### config.mk
export PLATFORM = sky130hd
export DESIGN_NAME = memory_io_responder_flat
export DESIGN_NICKNAME = d
export VERILOG_FILES = /design/src/rtl/memory_io_responder_if.sv /design/src/rtl/memory_io_responder.sv /design/src/flat_wrapper.sv
export SDC_FILE = /design/constraint.sdc
export NUM_CORES = 1
export LEC_CHECK = 0
export BUFFER_PORTS_ARGS = -buffer_cell sky130_fd_sc_hd__buf_2
export CELL_PAD_IN_SITES_DETAIL_PLACEMENT = 1
export CELL_PAD_IN_SITES_GLOBAL_PLACEMENT = 1
export CORE_MARGIN = 5
export CORE_UTILIZATION = 41
export CTS_CLUSTER_SIZE = 25
export DETAILED_ROUTE_END_ITERATION = 7
export PLACE_DENSITY = 0.8
export SETUP_SLACK_MARGIN = 0.1
export SLEW_MARGIN = 20
export SYNTH_ARGS = -nofsm -noshare
export SYNTH_HDL_FRONTEND = slang
export SYNTH_SLANG_ARGS = --single-unit
### constraint.sdc
create_clock -name Clk -period 2.6 [get_ports Clk]
set_input_delay 0.13 -clock Clk [delete_from_list [all_inputs] [get_ports Clk]]
set_output_delay 0.13 -clock Clk [all_outputs]
set_load 0.1 [all_outputs]
### src/rtl/memory_io_responder_if.sv
// ---------------------------------------------------------------------------
// memory_io_responder_if : CPU, RAM, keyboard and display signals of the
// memory/IO responder.  Revision 1.0
// ---------------------------------------------------------------------------
`default_nettype none

interface memory_io_responder_if;
  logic [15:0] Addr;
  logic [15:0] Data_W;
  logic        MIO_EN;
  logic        R_W;
  logic [15:0] Data_R;
  logic        R;
  logic        Mem_Req;
  logic        Mem_WE;
  logic [15:0] Mem_Addr;
  logic [15:0] Mem_WData;
  logic        Mem_Ack;
  logic [15:0] Mem_RData;
  logic        Kbd_Valid;
  logic [7:0]  Kbd_Data;
  logic        Disp_Valid;
  logic [7:0]  Disp_Data;
  logic        Disp_Ready;
  logic        Err;

  modport slave (
    input  Addr, Data_W, MIO_EN, R_W, Mem_Ack, Mem_RData,
           Kbd_Valid, Kbd_Data, Disp_Ready,
    output Data_R, R, Mem_Req, Mem_WE, Mem_Addr, Mem_WData,
           Disp_Valid, Disp_Data, Err
  );

  modport master (
    output Addr, Data_W, MIO_EN, R_W, Mem_Ack, Mem_RData,
           Kbd_Valid, Kbd_Data, Disp_Ready,
    input  Data_R, R, Mem_Req, Mem_WE, Mem_Addr, Mem_WData,
           Disp_Valid, Disp_Data, Err
  );
endinterface

`default_nettype wire

### src/rtl/memory_io_responder.sv
// ---------------------------------------------------------------------------
// memory_io_responder : routes CPU accesses to RAM (with timeout) or to the
// keyboard/display registers at 0xFE00 and up.  Revision 1.0
// ---------------------------------------------------------------------------
`default_nettype none

module memory_io_responder #(
  parameter int TIMEOUT = 255
) (
  input  logic                  Clk,
  input  logic                  Reset,
  memory_io_responder_if.slave  io
);

  localparam int          CNT_W     = (TIMEOUT < 2) ? 1 : $clog2(TIMEOUT + 1);
  localparam logic [CNT_W-1:0] CNT_LAST = CNT_W'(TIMEOUT - 1);
  localparam logic [15:0] MMIO_BASE = 16'hFE00;
  localparam logic [15:0] KBSR_ADDR = 16'hFE00;
  localparam logic [15:0] KBDR_ADDR = 16'hFE02;
  localparam logic [15:0] DSR_ADDR  = 16'hFE04;
  localparam logic [15:0] DDR_ADDR  = 16'hFE06;

  typedef enum logic [1:0] {
    IDLE = 2'd0,
    MEM  = 2'd1,
    RESP = 2'd2,
    HOLD = 2'd3
  } state_t;

  state_t           state_q, state_d;
  logic [15:0]      addr_q, addr_d;
  logic [15:0]      wdata_q, wdata_d;
  logic             rw_q, rw_d;
  logic [CNT_W-1:0] cnt_q, cnt_d;
  logic             r_q, r_d;
  logic [15:0]      data_r_q, data_r_d;
  logic             mem_req_q, mem_req_d;
  logic             mem_we_q, mem_we_d;
  logic [15:0]      mem_addr_q, mem_addr_d;
  logic [15:0]      mem_wdata_q, mem_wdata_d;
  logic             err_q, err_d;
  logic             krdy_q, krdy_d;
  logic [7:0]       kbd_byte_q, kbd_byte_d;
  logic             drdy_q, drdy_d;
  logic             disp_valid_q, disp_valid_d;
  logic [7:0]       disp_data_q, disp_data_d;

  logic             kbdr_rd;
  logic             ddr_wr;

  // Register side effects happen in RESP, the same cycle R is being set up.
  assign kbdr_rd = (state_q == RESP) && !rw_q && (addr_q == KBDR_ADDR);
  assign ddr_wr  = (state_q == RESP) &&  rw_q && (addr_q == DDR_ADDR);

  always_comb begin
    state_d     = state_q;
    addr_d      = addr_q;
    wdata_d     = wdata_q;
    rw_d        = rw_q;
    cnt_d       = cnt_q;
    r_d         = 1'b0;
    data_r_d    = data_r_q;
    mem_req_d   = mem_req_q;
    mem_we_d    = mem_we_q;
    mem_addr_d  = mem_addr_q;
    mem_wdata_d = mem_wdata_q;
    err_d       = err_q;

    case (state_q)
      IDLE: begin
        if (io.MIO_EN) begin
          addr_d  = io.Addr;
          wdata_d = io.Data_W;
          rw_d    = io.R_W;
          if (io.Addr >= MMIO_BASE) begin
            state_d = RESP;
          end else begin
            state_d     = MEM;
            mem_req_d   = 1'b1;
            mem_we_d    = io.R_W;
            mem_addr_d  = io.Addr;
            mem_wdata_d = io.Data_W;
            cnt_d       = '0;
          end
        end
      end
      MEM: begin
        // A late acknowledge on the final counted cycle still wins.
        if (io.Mem_Ack) begin
          mem_req_d = 1'b0;
          if (!rw_q) data_r_d = io.Mem_RData;
          state_d = RESP;
        end else if (cnt_q == CNT_LAST) begin
          mem_req_d = 1'b0;
          if (!rw_q) data_r_d = 16'hFFFF;
          err_d   = 1'b1;
          state_d = RESP;
        end else begin
          cnt_d = cnt_q + CNT_W'(1);
        end
      end
      RESP: begin
        r_d     = 1'b1;
        state_d = HOLD;
        if (!rw_q && (addr_q >= MMIO_BASE)) begin
          case (addr_q)
            KBSR_ADDR: data_r_d = {krdy_q, 15'b0};
            KBDR_ADDR: data_r_d = {8'h00, kbd_byte_q};
            DSR_ADDR:  data_r_d = {drdy_q, 15'b0};
            default:   data_r_d = 16'h0000;
          endcase
        end
      end
      HOLD: begin
        if (!io.MIO_EN) state_d = IDLE;
      end
      default: state_d = IDLE;
    endcase
  end

  always_comb begin
    krdy_d       = krdy_q;
    kbd_byte_d   = kbd_byte_q;
    drdy_d       = drdy_q;
    disp_valid_d = disp_valid_q;
    disp_data_d  = disp_data_q;

    if (kbdr_rd) krdy_d = 1'b0;
    // A byte arriving as KBDR is read refills the freshly emptied slot.
    if (io.Kbd_Valid && (!krdy_q || kbdr_rd)) begin
      kbd_byte_d = io.Kbd_Data;
      krdy_d     = 1'b1;
    end

    if (disp_valid_q && io.Disp_Ready) begin
      disp_valid_d = 1'b0;
      drdy_d       = 1'b1;
    end else if (ddr_wr && drdy_q) begin
      disp_data_d  = wdata_q[7:0];
      disp_valid_d = 1'b1;
      drdy_d       = 1'b0;
    end
  end

  always_ff @(posedge Clk or negedge Reset) begin
    if (!Reset) begin
      state_q      <= IDLE;
      addr_q       <= 16'h0000;
      wdata_q      <= 16'h0000;
      rw_q         <= 1'b0;
      cnt_q        <= '0;
      r_q          <= 1'b0;
      data_r_q     <= 16'h0000;
      mem_req_q    <= 1'b0;
      mem_we_q     <= 1'b0;
      mem_addr_q   <= 16'h0000;
      mem_wdata_q  <= 16'h0000;
      err_q        <= 1'b0;
      krdy_q       <= 1'b0;
      kbd_byte_q   <= 8'h00;
      drdy_q       <= 1'b1;
      disp_valid_q <= 1'b0;
      disp_data_q  <= 8'h00;
    end else begin
      state_q      <= state_d;
      addr_q       <= addr_d;
      wdata_q      <= wdata_d;
      rw_q         <= rw_d;
      cnt_q        <= cnt_d;
      r_q          <= r_d;
      data_r_q     <= data_r_d;
      mem_req_q    <= mem_req_d;
      mem_we_q     <= mem_we_d;
      mem_addr_q   <= mem_addr_d;
      mem_wdata_q  <= mem_wdata_d;
      err_q        <= err_d;
      krdy_q       <= krdy_d;
      kbd_byte_q   <= kbd_byte_d;
      drdy_q       <= drdy_d;
      disp_valid_q <= disp_valid_d;
      disp_data_q  <= disp_data_d;
    end
  end

  assign io.R          = r_q;
  assign io.Data_R     = data_r_q;
  assign io.Mem_Req    = mem_req_q;
  assign io.Mem_WE     = mem_we_q;
  assign io.Mem_Addr   = mem_addr_q;
  assign io.Mem_WData  = mem_wdata_q;
  assign io.Err        = err_q;
  assign io.Disp_Valid = disp_valid_q;
  assign io.Disp_Data  = disp_data_q;

endmodule

`default_nettype wire
### src/flat_wrapper.sv
// flat-port wrapper written by rule: the top's interface ports become plain ports
module memory_io_responder_flat 
#(
  parameter int TIMEOUT = 255
)
  (Clk, Reset, io_Addr, io_Data_W, io_MIO_EN, io_R_W, io_Mem_Ack, io_Mem_RData, io_Kbd_Valid, io_Kbd_Data, io_Disp_Ready, io_Data_R, io_R, io_Mem_Req, io_Mem_WE, io_Mem_Addr, io_Mem_WData, io_Disp_Valid, io_Disp_Data, io_Err);
  memory_io_responder_if io_i ();
  input  logic Clk;
  input  logic Reset;
  input wire logic [$bits(io_i.Addr)-1:0] io_Addr;
  input wire logic [$bits(io_i.Data_W)-1:0] io_Data_W;
  input wire logic [$bits(io_i.MIO_EN)-1:0] io_MIO_EN;
  input wire logic [$bits(io_i.R_W)-1:0] io_R_W;
  input wire logic [$bits(io_i.Mem_Ack)-1:0] io_Mem_Ack;
  input wire logic [$bits(io_i.Mem_RData)-1:0] io_Mem_RData;
  input wire logic [$bits(io_i.Kbd_Valid)-1:0] io_Kbd_Valid;
  input wire logic [$bits(io_i.Kbd_Data)-1:0] io_Kbd_Data;
  input wire logic [$bits(io_i.Disp_Ready)-1:0] io_Disp_Ready;
  output wire logic [$bits(io_i.Data_R)-1:0] io_Data_R;
  output wire logic [$bits(io_i.R)-1:0] io_R;
  output wire logic [$bits(io_i.Mem_Req)-1:0] io_Mem_Req;
  output wire logic [$bits(io_i.Mem_WE)-1:0] io_Mem_WE;
  output wire logic [$bits(io_i.Mem_Addr)-1:0] io_Mem_Addr;
  output wire logic [$bits(io_i.Mem_WData)-1:0] io_Mem_WData;
  output wire logic [$bits(io_i.Disp_Valid)-1:0] io_Disp_Valid;
  output wire logic [$bits(io_i.Disp_Data)-1:0] io_Disp_Data;
  output wire logic [$bits(io_i.Err)-1:0] io_Err;
  assign io_i.Addr = io_Addr;
  assign io_i.Data_W = io_Data_W;
  assign io_i.MIO_EN = io_MIO_EN;
  assign io_i.R_W = io_R_W;
  assign io_i.Mem_Ack = io_Mem_Ack;
  assign io_i.Mem_RData = io_Mem_RData;
  assign io_i.Kbd_Valid = io_Kbd_Valid;
  assign io_i.Kbd_Data = io_Kbd_Data;
  assign io_i.Disp_Ready = io_Disp_Ready;
  assign io_Data_R = io_i.Data_R;
  assign io_R = io_i.R;
  assign io_Mem_Req = io_i.Mem_Req;
  assign io_Mem_WE = io_i.Mem_WE;
  assign io_Mem_Addr = io_i.Mem_Addr;
  assign io_Mem_WData = io_i.Mem_WData;
  assign io_Disp_Valid = io_i.Disp_Valid;
  assign io_Disp_Data = io_i.Disp_Data;
  assign io_Err = io_i.Err;
  memory_io_responder #(.TIMEOUT(TIMEOUT)) u_core (.Clk(Clk), .Reset(Reset), .io(io_i));
endmodule
# [Word-level counts from Yosys, hierarchy flattened]
# Index checks and enable logic that the tools add are counted.
# Widths: inputs -> output; s select.
[word_totals] regBits=106 word_cells=93
[classes] add_sub_neg=1 order_cmp=2 n_eq_ne=16 n_mux=30 bitwise=3 reduce_logical=24
[op_table] operator="$mux 16" n=5
[op_table] operator="$eq 16x16->1 const B" n=4
[op_table] operator="$pmux 16 s3" n=1
[op_table] operator="$ge 16x16->1 const B" n=2
[op_table] operator="$mux 8" n=4
[op_table] operator="$pmux 16 s2" n=1
[op_table] operator="$pmux 8 s2" n=1
[op_table] operator="$ne 2x2->1 const B" n=7
[op_table] operator="$mux 1" n=11
[op_table] operator="$mux 2" n=5
[op_table] operator="$reduce_and 3->1" n=3
[op_table] operator="$add 8x1->8 const B" n=1
[op_table] operator="$eq 8x8->1 const B" n=1
[op_table] operator="$logic_and 1x1->1" n=8
[op_table] operator="$pmux 2 s4" n=1
[op_table] operator="$reduce_and 4->1" n=2
[op_table] operator="$reduce_bool 2->1" n=4
[op_table] operator="$reduce_and 5->1" n=1
[op_table] operator="$eq 2x2->1 const B" n=2
[op_table] operator="$reduce_and 2->1" n=2
[op_table] operator="$ne 3x2->1 const B" n=1
[op_table] operator="$not 1->1" n=3
[op_table] operator="$eq 2x1->1 const B" n=1
[op_table] operator="$logic_not 1->1" n=2
[op_table] operator="other kinds (3)" n=3

# [Depth between registers and ports, before layout]
[depth] word_depth=6 ltp_mapped=7 depth_no_buf=6

# [Worst setup path before layout]
# Ideal clock, no wire load.
[synth_timing] path_kind="register to register" startpoint="register u_core.state_q[0]" endpoint="register u_core.disp_data_q[0], in the netlist u_core.io.Disp_Data[0]" setup_ns=0.125 arrival_ns=2.069 required_ns=2.475 path_slack_ns=0.405 stages_incl_launch_ff=8 path_buffers=1 cell_sequence="dfrtp_1 > inv_1 > ha_1 > or4b_1 > nor3_4 > and3_1 > buf_6 > mux2_2"
[synth_between] elab_chain_len=5
[synth_rtl] item="start, declared" line_no="memory_io_responder.sv:30" text="state_t state_q, state_d;"
[synth_rtl] item="start signal, assigned" line_no="memory_io_responder.sv:165" text="state_q <= state_d;"
[synth_rtl] item="$eq 2x2->1" line_no="memory_io_responder.sv:53" text="assign ddr_wr = (state_q == RESP) && rw_q && (addr_q == DDR_ADDR);"
[synth_rtl] item="$logic_and 1x1->1 (2 in a row)" line_no="memory_io_responder.sv:53"
[synth_rtl] item="$logic_and 1x1->1" line_no="memory_io_responder.sv:138" text="end else if (ddr_wr && drdy_q) begin"
[synth_rtl] item="$reduce_and 2->1 (no line)"
[synth_rtl] item="end signal, assigned" line_no="memory_io_responder.sv:181" text="disp_data_q <= disp_data_d;"
[synth_rtl] item="end, declared" line_no="memory_io_responder.sv:46" text="logic [7:0] disp_data_q, disp_data_d;"
# Every way passes these cells.
# A chain may end at the register's enable or synchronous reset.

# [Final worst setup path]
[layout_timing] startpoint="register u_core.state_q[0]" endpoint="register u_core.kbd_byte_q[1]"
[layout_between] elab_chain_len=5
[layout_rtl] item="$eq 2x2->1" line_no="memory_io_responder.sv:52" text="assign kbdr_rd = (state_q == RESP) && !rw_q && (addr_q == KBDR_ADDR);"
[layout_rtl] item="$logic_and 1x1->1 (2 in a row)" line_no="memory_io_responder.sv:52"
[layout_rtl] item="$logic_or 1x1->1" line_no="memory_io_responder.sv:130" text="if (io.Kbd_Valid && (!krdy_q || kbdr_rd)) begin"
[layout_rtl] item="$logic_and 1x1->1" line_no="memory_io_responder.sv:130"
[layout_rtl] item="end signal, assigned" line_no="memory_io_responder.sv:178" text="kbd_byte_q <= kbd_byte_d;"
[layout_rtl] item="end, declared" line_no="memory_io_responder.sv:43" text="logic [7:0] kbd_byte_q, kbd_byte_d;"
# Every way passes these cells.

==> results.sh <==
export IMPL_overflow=0
export IMPL_ys_flop_type="dfrtp_1"
export IMPL_crit_type="flip-flop to flip-flop"
export IMPL_chipWidth_um=116
export IMPL_antenna_found_initial=1
export IMPL_io_pins=124
export IMPL_path_cells="inv_1 -> ha_1 -> or4b_1 -> nor4_1 -> a31o_2 -> mux2_2"
export IMPL_setup_viol=0
export IMPL_crit_slowest_cell="or4b_1"
export IMPL_met2_length_um=6200
export IMPL_fin_tns_setup_ns=0
export IMPL_status="complete, no violations"
export IMPL_slew_headroom_pct=39.7
export IMPL_path_max_fanout=8
export IMPL_drtIter0Drc=92
export IMPL_synth_seq_area_share_pct=58.0
export IMPL_max_stage_delay_ns=0.53
export IMPL_rrSetupSlack_ns=0.21
export IMPL_clk_path_buf_depth=2
export IMPL_layout_min_cycle_time_ns=2.39
export IMPL_ys_types=38
export IMPL_std_cell_rows=38
export IMPL_final_cell_mix="buf_2, dfrtp_1, mux2_2"
export IMPL_clkLatencyLatePin_ns=0.38
export IMPL_post_synth_cell_area_avg_um2=13.3
export IMPL_synth_edf_count=0
export IMPL_initial_core_util_pct=42.0
export IMPL_arrival_ns=2.67
export IMPL_die_area_um2=13400
export IMPL_die_h_um=116
export IMPL_final_common_cell="buf_2"
export IMPL_postCtsSetupRepairBufs=0
export IMPL_drt_drc_violations_left=0
export IMPL_max_freq_ghz=0.418
export IMPL_rsz0062_at_grt="false"
export IMPL_ys_ff_latch=106
export IMPL_core_area_um2=10900
export IMPL_syn_nets=414
export IMPL_dr_pass1_iters=4
export IMPL_vias=3406
export IMPL_io_buffers=123
export IMPL_path_clk_slew_ns=0.10
export IMPL_endpoint_kind="flip-flop"
export IMPL_clock_sinks=106
export IMPL_dp_hpwl_um=8480
export IMPL_max_cap_violations=0
export IMPL_m1WireLength_um=5070
export IMPL_drv_slew=0
export IMPL_synth_area_um2=4570
export IMPL_cts_tree="yes"
export IMPL_critPathRequiredTime_ns=2.87
export IMPL_route_top_layer_used="met4"
export IMPL_vias_per_cell=5.21
export IMPL_grt_max_degree=61
export IMPL_layout_drive_gt1_share_pct=45.8
export IMPL_routed_wl_um=12200
export IMPL_wire_per_inst_um=18.7
export IMPL_ys_async_sr_fraction_pct=100
export IMPL_tightest_slew_ns=0.904
export IMPL_ctsRootBufferMaster="clkbuf_8"
export IMPL_htree_levels=3
export IMPL_grt_usage_pct=19.1
export IMPL_numCtsBuffers=9
export IMPL_grt_first_pass_wirelength_um=19900
export IMPL_yosys_warnings=0
export IMPL_finalCritPeriodShare_pct=92.0
export IMPL_path_delay_family="simple AND/OR/NAND/NOR gates"
export IMPL_hold_viol_final=0
export IMPL_worstSetupStartpointType="flip-flop"
export IMPL_crit_buf_inv=1
export IMPL_syn_inst=345
export IMPL_clock_skew_final_ns=0.0121
export IMPL_grt_pass1_vias=3838
export IMPL_hp_class="input port to flip-flop"
export IMPL_place_gp_congestion=0.782
export IMPL_wl_met3_um=707
export IMPL_final_antenna_net_count=0
export IMPL_nets=577
export IMPL_syn_to_final_growth_pct=29.5
## kinds of logic (layout without fill, tap and decap cells)
family | count (synthesis) | in the layout | synth area share, %
multiplexers | 83 | 83 | 20.4
AO/OA/AOI/OAI | 58 | 58 | 9.52
adder cells (fa/ha/maj) | 6 | 6 | 1.64
flip-flops | 106 | 106 | 58.0
buffers and inverters | 33 | 201 | 3.09
other | 0 | 1 | 0
AND/OR/NAND/NOR | 59 | 59 | 7.33
## sequential cells by signal (all words and copies together) (netlist names), 2 cells and up
signal / count
u_core.io.Mem_Addr: 16
u_core.addr_q: 16
u_core.state_q: 2
u_core.io.Disp_Data: 8
u_core.cnt_q: 8
u_core.io.Mem_WData: 16
u_core.wdata_q: 8
u_core.kbd_byte_q: 8
u_core.io.Data_R: 16
## metal layers
layer  vias up  global-route usage (%)
met3        16                    4.49
met2        85                    32.5
li1       1583                       -
met1      1722                    23.7
met5         -                       0
met4         0                    7.36
## synthesized netlist by cell type, drive strengths merged, types with 2 or more instances
master	count	area (um^2)
and3	3	18.8
nor2	7	26.3
a211o	2	17.5
a22o	8	70.1
o2bb2ai	2	17.5
nor3	6	41.3
nor2b	2	12.5
nand2b	9	56.3
inv	18	67.6
o22a	5	43.8
nand4	5	31.3
and4	2	17.5
dfrtp	105	2630
nor4	4	25.0
nand2	10	37.5
nand3	7	35.0
a21oi	14	70.1
a31o	2	17.5
ha	6	75.1
a21o	6	45.0
a211oi	2	15.0
mux2	80	901
o21ai	6	30.0
or3	2	12.5
clkbuf	10	37.5
mux2i	3	30.0
buf	4	32.5
a41o	8	80.1
## final timing paths
check | start | endpoint | depth (start not counted)
worst max-delay path | u_core.state_q[0] | u_core.kbd_byte_q[1] | 6
worst min-delay path | io_Addr[2] | u_core.addr_q[2] | 2
worst max register to register | u_core.state_q[0] | u_core.kbd_byte_q[1] | 6
worst min register to register | u_core.io.Err | u_core.io.Err | 1
max in group asynchronous | Reset | u_core.drdy_q | 3
min in group asynchronous | Reset | u_core.io.Data_R[11] | 2
## timing repair
item	CTS	global route
hold endpoints to repair	104	2
setup endpoints to repair	0	1
hold buffers	33	2
gates resized for setup	0	1
## area by class of cell
cell class              count  area, um^2
fillers                  1153        4970
flip-flops and latches    106        2650
multi-input cells         206        1790
repair buffers            166        1040
well taps                 140         175
clock buffers              10         138
inverters                  19        71.3
clock inverters             6        51.3
diodes                      1        2.50
## through the flow
stage	area (um^2)	setup WS, ns	hold slack (ns)	cells	util (%)
final	5920	0.208	0.00939	654	54.4
after global placement	5380	0.321	0.250	602	49.4
after floorplan	4570	0.405	-0.166	345	-
after detailed placement	5380	0.230	0.265	602	49.4
after CTS	5900	0.215	0.00401	651	54.2
after global routing	5920	0.113	0.00273	654	54.4
Power is not shown: default switching activity piles up to over one toggle a cycle in this logic, so the estimate is an artifact.
